$ cat config.mk
export PLATFORM = sky130hd
export DESIGN_NAME = fetch_sequencer_flat
export DESIGN_NICKNAME = d
export VERILOG_FILES = /design/src/rtl/fetch_pkg.sv /design/src/rtl/fetch_sequencer_if.sv /design/src/rtl/fetch_load_port.sv /design/src/rtl/fetch_sequencer.sv /design/src/flat_wrapper.sv
export SDC_FILE = /design/constraint.sdc
export NUM_CORES = 1
export LEC_CHECK = 0
export ABC_CLOCK_PERIOD_IN_PS = 2500
export BUFFER_PORTS_ARGS = -buffer_cell sky130_fd_sc_hd__buf_2
export CAP_MARGIN = 25
export CORE_UTILIZATION = 40
export DETAILED_ROUTE_END_ITERATION = 8
export PLACE_DENSITY = 0.73
export SETUP_SLACK_MARGIN = 0.4
export SYNTH_ARGS = -nofsm -noshare
export SYNTH_HDL_FRONTEND = slang
export SYNTH_SLANG_ARGS = --single-unit
$ cat constraint.sdc
create_clock -name clk -period 2.5 [get_ports clk]
set_clock_uncertainty 0.1 [all_clocks]
set_input_delay 0.5 -clock clk [delete_from_list [all_inputs] [get_ports clk]]
set_output_delay 0.5 -clock clk [all_outputs]
set_load 0.005 [all_outputs]
$ cat src/rtl/fetch_pkg.sv
// Shared types, constants and PC arithmetic for the fetch sequencer.
package fetch_pkg;

    localparam int unsigned DEPTH = 32;
    localparam int unsigned PC_W  = 5;
    localparam int unsigned IW    = 16;
    localparam int unsigned CNT_W = 16;

    localparam logic [IW-1:0] HALT_WORD = 16'hF000;

    typedef enum logic [1:0] {
        StIdle = 2'd0,
        StLoad = 2'd1,
        StRun  = 2'd2,
        StHalt = 2'd3
    } state_t;

    // 8-bit two's complement add, truncated so the PC wraps modulo DEPTH.
    function automatic logic [PC_W-1:0] pc_add(input logic [PC_W-1:0] pc,
                                               input logic [7:0]      off8);
        logic [7:0] sum;
        sum = {{(8 - PC_W){1'b0}}, pc} + off8;
        return sum[PC_W-1:0];
    endfunction

endpackage

$ cat src/rtl/fetch_sequencer_if.sv
// Bus bundle between the fetch sequencer (master) and its surroundings (slave).
interface fetch_sequencer_if;
    import fetch_pkg::*;

    logic             load_start;
    logic             run_start;
    logic             halt_req;
    logic             load_valid;
    logic             load_ready;
    logic [PC_W-1:0]  load_addr;
    logic [IW-1:0]    load_data;
    logic             load_last;
    logic             imem_we;
    logic [PC_W-1:0]  imem_waddr;
    logic [IW-1:0]    imem_wdata;
    logic [PC_W-1:0]  imem_raddr;
    logic [IW-1:0]    imem_rdata;
    logic [IW-1:0]    instr;
    logic             instr_valid;
    logic             stall;
    logic             jump;
    logic             branch_taken;
    logic [7:0]       branch_off;
    logic [PC_W-1:0]  pc;
    logic [1:0]       state;
    logic             halted;
    logic [CNT_W-1:0] retired_cnt;

    modport master (
        input  load_start, run_start, halt_req, load_valid, load_addr, load_data, load_last,
               imem_rdata, stall, jump, branch_taken, branch_off,
        output load_ready, imem_we, imem_waddr, imem_wdata, imem_raddr, instr, instr_valid,
               pc, state, halted, retired_cnt
    );

    modport slave (
        output load_start, run_start, halt_req, load_valid, load_addr, load_data, load_last,
               imem_rdata, stall, jump, branch_taken, branch_off,
        input  load_ready, imem_we, imem_waddr, imem_wdata, imem_raddr, instr, instr_valid,
               pc, state, halted, retired_cnt
    );

endinterface

$ cat src/rtl/fetch_load_port.sv
// Loader valid/ready handshake and the registered instruction-memory write stage.
module fetch_load_port
    import fetch_pkg::*;
(
    input  logic            clk,
    input  logic            rst_n,
    input  logic            en_i,
    input  logic            valid_i,
    input  logic [PC_W-1:0] addr_i,
    input  logic [IW-1:0]   data_i,
    output logic            ready_o,
    output logic            accept_o,
    output logic            we_o,
    output logic [PC_W-1:0] waddr_o,
    output logic [IW-1:0]   wdata_o
);

    logic            we_d, we_q;
    logic [PC_W-1:0] waddr_d, waddr_q;
    logic [IW-1:0]   wdata_d, wdata_q;

    assign ready_o  = en_i;
    assign accept_o = en_i & valid_i;

    // Capture an accepted beat; address/data hold when idle.
    always_comb begin
        we_d    = accept_o;
        waddr_d = waddr_q;
        wdata_d = wdata_q;
        if (accept_o) begin
            waddr_d = addr_i;
            wdata_d = data_i;
        end
    end

    // Write stage registers; reset drops any pending write.
    always_ff @(posedge clk or negedge rst_n) begin
        if (!rst_n) begin
            we_q    <= 1'b0;
            waddr_q <= '0;
            wdata_q <= '0;
        end else begin
            we_q    <= we_d;
            waddr_q <= waddr_d;
            wdata_q <= wdata_d;
        end
    end

    assign we_o    = we_q;
    assign waddr_o = waddr_q;
    assign wdata_o = wdata_q;

endmodule

$ cat src/rtl/fetch_sequencer.sv
// Load/run/halt sequencer owning the PC and the retired-instruction counter.
module fetch_sequencer
    import fetch_pkg::*;
(
    input  logic               clk,
    input  logic               rst_n,
    fetch_sequencer_if.master  bus
);

    state_t           state_q;
    logic [PC_W-1:0]  pc_q;
    logic [CNT_W-1:0] cnt_q;

    logic            in_run;
    logic            accept;
    logic            is_halt_word;
    logic [PC_W-1:0] pc_next;

    assign in_run       = (state_q == StRun);
    assign is_halt_word = (bus.imem_rdata == HALT_WORD);

    fetch_load_port u_load_port (
        .clk      (clk),
        .rst_n    (rst_n),
        .en_i     (state_q == StLoad),
        .valid_i  (bus.load_valid),
        .addr_i   (bus.load_addr),
        .data_i   (bus.load_data),
        .ready_o  (bus.load_ready),
        .accept_o (accept),
        .we_o     (bus.imem_we),
        .waddr_o  (bus.imem_waddr),
        .wdata_o  (bus.imem_wdata)
    );

    // Advancing next-PC: jump beats branch beats increment.
    always_comb begin
        pc_next = pc_add(pc_q, 8'd1);
        if (bus.jump) begin
            pc_next = pc_add(pc_q, bus.imem_rdata[7:0]);
        end else if (bus.branch_taken) begin
            pc_next = pc_add(pc_q, bus.branch_off);
        end
    end

    // Phase FSM together with PC and retire counter.
    always_ff @(posedge clk or negedge rst_n) begin
        if (!rst_n) begin
            state_q <= StIdle;
            pc_q    <= '0;
            cnt_q   <= '0;
        end else begin
            unique case (state_q)
                StIdle: begin
                    if (bus.load_start) begin
                        state_q <= StLoad;
                    end else if (bus.run_start) begin
                        state_q <= StRun;
                        pc_q    <= '0;
                        cnt_q   <= '0;
                    end
                end
                StLoad: begin
                    if (accept && bus.load_last) begin
                        state_q <= StHalt;
                    end
                end
                StRun: begin
                    if (bus.halt_req) begin
                        state_q <= StHalt;
                    end else if (bus.stall) begin
                        state_q <= StRun;
                    end else if (is_halt_word) begin
                        // PC parks on the halt word so a resume re-halts.
                        state_q <= StHalt;
                    end else begin
                        pc_q <= pc_next;
                        if (cnt_q != '1) begin
                            cnt_q <= cnt_q + CNT_W'(1);
                        end
                    end
                end
                StHalt: begin
                    if (bus.load_start) begin
                        state_q <= StLoad;
                    end else if (bus.run_start) begin
                        state_q <= StRun;
                    end
                end
                default: state_q <= StIdle;
            endcase
        end
    end

    assign bus.imem_raddr  = pc_q;
    assign bus.instr       = in_run ? bus.imem_rdata : '0;
    assign bus.instr_valid = in_run & ~bus.stall;
    assign bus.pc          = pc_q;
    assign bus.state       = state_q;
    assign bus.halted      = (state_q == StHalt);
    assign bus.retired_cnt = cnt_q;

endmodule

$ cat src/flat_wrapper.sv
// flat-port wrapper written by rule: the top's interface ports become plain ports
module fetch_sequencer_flat import fetch_pkg::*;
  (clk, rst_n, bus_load_start, bus_run_start, bus_halt_req, bus_load_valid, bus_load_addr, bus_load_data, bus_load_last, bus_imem_rdata, bus_stall, bus_jump, bus_branch_taken, bus_branch_off, bus_load_ready, bus_imem_we, bus_imem_waddr, bus_imem_wdata, bus_imem_raddr, bus_instr, bus_instr_valid, bus_pc, bus_state, bus_halted, bus_retired_cnt);
  fetch_sequencer_if bus_i ();
  input  logic clk;
  input  logic rst_n;
  input wire logic [$bits(bus_i.load_start)-1:0] bus_load_start;
  input wire logic [$bits(bus_i.run_start)-1:0] bus_run_start;
  input wire logic [$bits(bus_i.halt_req)-1:0] bus_halt_req;
  input wire logic [$bits(bus_i.load_valid)-1:0] bus_load_valid;
  input wire logic [$bits(bus_i.load_addr)-1:0] bus_load_addr;
  input wire logic [$bits(bus_i.load_data)-1:0] bus_load_data;
  input wire logic [$bits(bus_i.load_last)-1:0] bus_load_last;
  input wire logic [$bits(bus_i.imem_rdata)-1:0] bus_imem_rdata;
  input wire logic [$bits(bus_i.stall)-1:0] bus_stall;
  input wire logic [$bits(bus_i.jump)-1:0] bus_jump;
  input wire logic [$bits(bus_i.branch_taken)-1:0] bus_branch_taken;
  input wire logic [$bits(bus_i.branch_off)-1:0] bus_branch_off;
  output wire logic [$bits(bus_i.load_ready)-1:0] bus_load_ready;
  output wire logic [$bits(bus_i.imem_we)-1:0] bus_imem_we;
  output wire logic [$bits(bus_i.imem_waddr)-1:0] bus_imem_waddr;
  output wire logic [$bits(bus_i.imem_wdata)-1:0] bus_imem_wdata;
  output wire logic [$bits(bus_i.imem_raddr)-1:0] bus_imem_raddr;
  output wire logic [$bits(bus_i.instr)-1:0] bus_instr;
  output wire logic [$bits(bus_i.instr_valid)-1:0] bus_instr_valid;
  output wire logic [$bits(bus_i.pc)-1:0] bus_pc;
  output wire logic [$bits(bus_i.state)-1:0] bus_state;
  output wire logic [$bits(bus_i.halted)-1:0] bus_halted;
  output wire logic [$bits(bus_i.retired_cnt)-1:0] bus_retired_cnt;
  assign bus_i.load_start = bus_load_start;
  assign bus_i.run_start = bus_run_start;
  assign bus_i.halt_req = bus_halt_req;
  assign bus_i.load_valid = bus_load_valid;
  assign bus_i.load_addr = bus_load_addr;
  assign bus_i.load_data = bus_load_data;
  assign bus_i.load_last = bus_load_last;
  assign bus_i.imem_rdata = bus_imem_rdata;
  assign bus_i.stall = bus_stall;
  assign bus_i.jump = bus_jump;
  assign bus_i.branch_taken = bus_branch_taken;
  assign bus_i.branch_off = bus_branch_off;
  assign bus_load_ready = bus_i.load_ready;
  assign bus_imem_we = bus_i.imem_we;
  assign bus_imem_waddr = bus_i.imem_waddr;
  assign bus_imem_wdata = bus_i.imem_wdata;
  assign bus_imem_raddr = bus_i.imem_raddr;
  assign bus_instr = bus_i.instr;
  assign bus_instr_valid = bus_i.instr_valid;
  assign bus_pc = bus_i.pc;
  assign bus_state = bus_i.state;
  assign bus_halted = bus_i.halted;
  assign bus_retired_cnt = bus_i.retired_cnt;
  fetch_sequencer u_core (.clk(clk), .rst_n(rst_n), .bus(bus_i));
endmodule
==> flow_summary_export.csv <==
group,metric,value,unit
power,share_comb_of_total_power,0.535,
clock_network,cts_tree,"yes",
drt,drt-pass1-iter-count,4,
critical_path,worst_path_arrival,2.19,ns
global_routing,grt_first_pass_wirelength,9.915,mm
critical_path,worstReg2RegEnd,"u_core.bus.retired_cnt[4]",
cells_and_area,number_of_filler_cells_placed_in_the_layout,525,
synthesis,number_of_synthesized_flops_with_an_enable_pin,0,
timing,layout_worst_path_cycle_share,0.8428,
global_routing,met1_usage,0.2464,
power,switch_share,0.3607,
clock_network,cts.path.max_buffers,2,
critical_path,register_to_register_path_depth,6,
synthesis,synth.lib_cells_used.distinct,47,
synthesis,synth.top_cell.area_share,0.4354,
synthesis,synth-seq-area-share,0.4354,
power,p_int,2.422,mW
critical_path,rrSetupSlack,0.44,ns
timing,timing_max_transition_violations_final,0,
power,switchingPower,1.367,mW
synthesis,synth_warnings,0,
floorplan,die_area,0.006791,mm^2
power,power.leakage,1.868,nW
global_routing,grtUsageMet2,0.3314,
timing,unrepaired_setup_endpoints_after_global_routing,"yes",
drt,drc,0,
power,finalPower,3.789,mW
synthesis,yosys.area.top_type,"dfrtp_1",
floorplan,core_region_area,0.006061,mm^2
floorplan,design.portCount,124,
synthesis,yosys.cell_count.top_type,"dfrtp_1",
global_routing,initial_antenna_violation_count,0,
clock_network,cts_sinks,45,
timing,maxClockFrequency,474.6,MHz
cells_and_area,synthToLayoutAreaGrowth,43.83,%
cells_and_area,multiInputGateArea,0.001454,mm^2
global_routing,grt.met3_usage,0.03626,
cells_and_area,final_net_count,453,
timing,final.setup.tns,0,ns
synthesis,commonest_cells_in_the_synthesized_netlist,"dfrtp_1 (45), nand2_1 (22), mux2_2 (21), and2_1 (15), o21ai_0 (12)",
critical_path,setup.worst_path.start_class,"input pin",
placed_design,post-dp-hpwl,4.602,mm
timing,final_layout_worst_hold_slack,0.02184,ns
cells_and_area,utilization,0.6137,
clock_network,cts-htree-levels,2,
global_routing,grt_max_degree,30,
floorplan,initial_utilization,0.4267,
critical_path,cp-end-kind,"flop",
clock_network,clk_transition_reported_paths,0.09,ns
power,worst_ir_drop_vdd,0.0005620,V
run,cap_violations,0,
critical_path,critical_path.startpoint,"bus_jump",
global_routing,grt_use_total,0.1918,
clock_network,insertion_delay_of_the_later_clocked_pin_in_the_worst_skew_pair,0.29,ns
floorplan,die_boundary_width,82.41,um
power,share_clk_of_total_power,0.152,
power,p_seq_frac,0.313,
critical_path,timing.setup.critical_path_class,"in -> reg",
placed_design,routability_driven_placement_congestion_ratio,0.7944,
critical_path,crit_end,"u_core.bus.imem_raddr[4]",
drt,route.antenna.remaining_nets,0,
clock_network,cts_inserted_buffers,5,
cells_and_area,antenna-diode-count,0,
placed_design,dp_worst_slack,-0.001570,ns
floorplan,fp.dieH,82.41,um
status,status,"complete, no violations",
timing,timing.slew.headroom,0.6969,
timing,final-setup-viol-count,0,
drt,post_drt_via_cell_ratio,5.324,
synthesis,mappedNetlistNets,319,
power,power.density,1019,mW/mm^2
drt,wl_per_cell,14.24,um
critical_path,critical_path_required,2.59,ns
drt,finalWirelength,6.592,mm
drt,count_of_vias_placed_by_the_detailed_router,2465,
synthesis,syn_avg_cell_area,10.22,um^2
timing,final_period_minus_worst_setup_slack,2.107,ns
global_routing,globalRoute.totalOverflow,0,
placed_design,port-buffer-count,120,
global_routing,grt-busiest-layer,"met2",
clock_network,cts_root_buffer,"clkbuf_8",
floorplan,floorplan.rows,28,
critical_path,timing.critical_path.fanout_max,6,
critical_path,r2r-start,"u_core.bus.state[1]",
cells_and_area,register_area,0.001127,mm^2
synthesis,dominantRegCellSynth,"dfrtp_1",
global_routing,grt_pass1_vias,2198,
cells_and_area,share_of_post_route_cells_with_drive_strength_above_1,0.5284,
timing,finalWorstSetupSlack,0.3931,ns
worst_hold_path,hp-class,"in -> async",
timing,timing_hold_violations_final,0,
synthesis,synth-async-reset-ratio,1.000,
synthesis,yosys_register_bits,45,
timing,slew_at_the_pin_closest_to_its_max_slew_limit,0.4498,ns
synthesis,netlist_area_before_placement,0.002586,mm^2
synthesis,syn-instance-count,253,
drt,drt_first_iter_violations,102,
synthesis,synth_area_leaders,"dfrtp_1 (44%), mux2_2 (9.1%), ha_1 (4.8%)",
==> routing by layer <==
metal,up-vias,part of all wire
met5,-,0
met4,0,0.0053
met3,4,0.057
met2,71,0.51
met1,1203,0.43
li1,1187,-
==> cell type report <==
cell class / instances / area share
Timing Repair Buffer: 142 / 0.2405
Sequential cell: 45 / 0.3031
Tap cell: 75 / 0.02523
Clock buffer: 6 / 0.02220
Clock inverter: 2 / 0.01009
Inverter: 7 / 0.008073
Multi-Input combinational cell: 186 / 0.3908
==> worst min path at each step <==
| stage | start | to | slack, ns | cells past startpoint |
|---|---|---|---|---|
| finish | rst_n | u_core.bus.imem_raddr[1] | 0.02 | 1 |
| global route | rst_n | u_core.bus.imem_raddr[1] | 0.06 | 1 |
| CTS | rst_n | u_core.bus.imem_raddr[1] | 0.03 | 1 |
| detailed placement | rst_n | u_core.bus.imem_raddr[1] | 0.36 | 1 |
| global placement | rst_n | u_core.bus.imem_raddr[1] | 0.35 | 1 |
| floorplan | rst_n | u_core.bus.imem_raddr[0] | 0.10 | 0 |
==> cell usage in the layout (no fill, tap or decap), drive strengths merged, types with 3 or more instances in the layout <==
cell    netlist  final
a21o          3      3
a21oi        10     10
a221o         5      5
a22oi         4      4
and2         15     15
and3          7      7
buf          11    140
clkbuf        5      7
dfrtp        45     45
ha           10     10
inv           7      6
mux2         21     21
nand2        22     22
nand2b        3      3
nand3         7      7
nand4b        4      4
nor2         10     10
nor3         11     11
o211ai        9      9
o21ai        14     14
or3           3      3
or4           4      4
==> per-stage QoR <==
| stage | instances | instance area, um^2 |
|---|---|---|
| floorplan | 253 | 2635 |
| global placement | 441 | 3294 |
| detailed placement | 441 | 3294 |
| CTS | 459 | 3558 |
| global route | 463 | 3720 |
| finish | 463 | 3720 |
==> repair_timing <==
item	CTS	global route
pin swaps	5	17
setup buffers	8	3
resized for setup	10	29
hold buffers	0	0
gates cloned	2	1
endpoints found under the setup margin	16	34
==> flip-flops by register name, indices dropped and copies added (netlist names) <==
signal / cells
u_core.bus.state: 2
u_core.u_load_port.we_o: 1
u_core.bus.retired_cnt: 16
u_core.u_load_port.wdata_o: 16
u_core.bus.imem_raddr: 5
u_core.u_load_port.waddr_o: 5
==> cell families (layout without fill, tap and decap cells) <==
family                   Yosys count  in the layout  synth area share
multiplexers                      21             21           0.09144
flip-flops                        45             45            0.4354
XOR/XNOR                           3              3           0.01016
buffers and inverters             23            157           0.04838
adder cells (fa/ha/maj)           11             11           0.05612
AND/OR/NAND/NOR                   95             96            0.2119
AO/OA/AOI/OAI                     55             55            0.1466
==> power groups by stage <==
stage	logic [mW]	registers [mW]	clock network (mW)
3_3_place_gp	1.57	1.18	0
4_1_cts	1.86	1.19	0.595
6_report	2.03	1.18	0.577
5_1_grt	2.24	1.23	0.614
2_1_floorplan	1.01	1.22	0
3_5_place_dp	1.61	1.20	0
==> critical path: stages <==
cell	delay (ns)
buf_12	0.11
nor2b_4	0.13
a22oi_2	0.07
ha_2	0.20
fa_2	0.37
a21o_1	0.19
a21oi_2	0.13
xor2_1	0.23
and3_1	0.20
nor3_1	0.05
No activity file was read; power rests on OpenSTA's default activity.
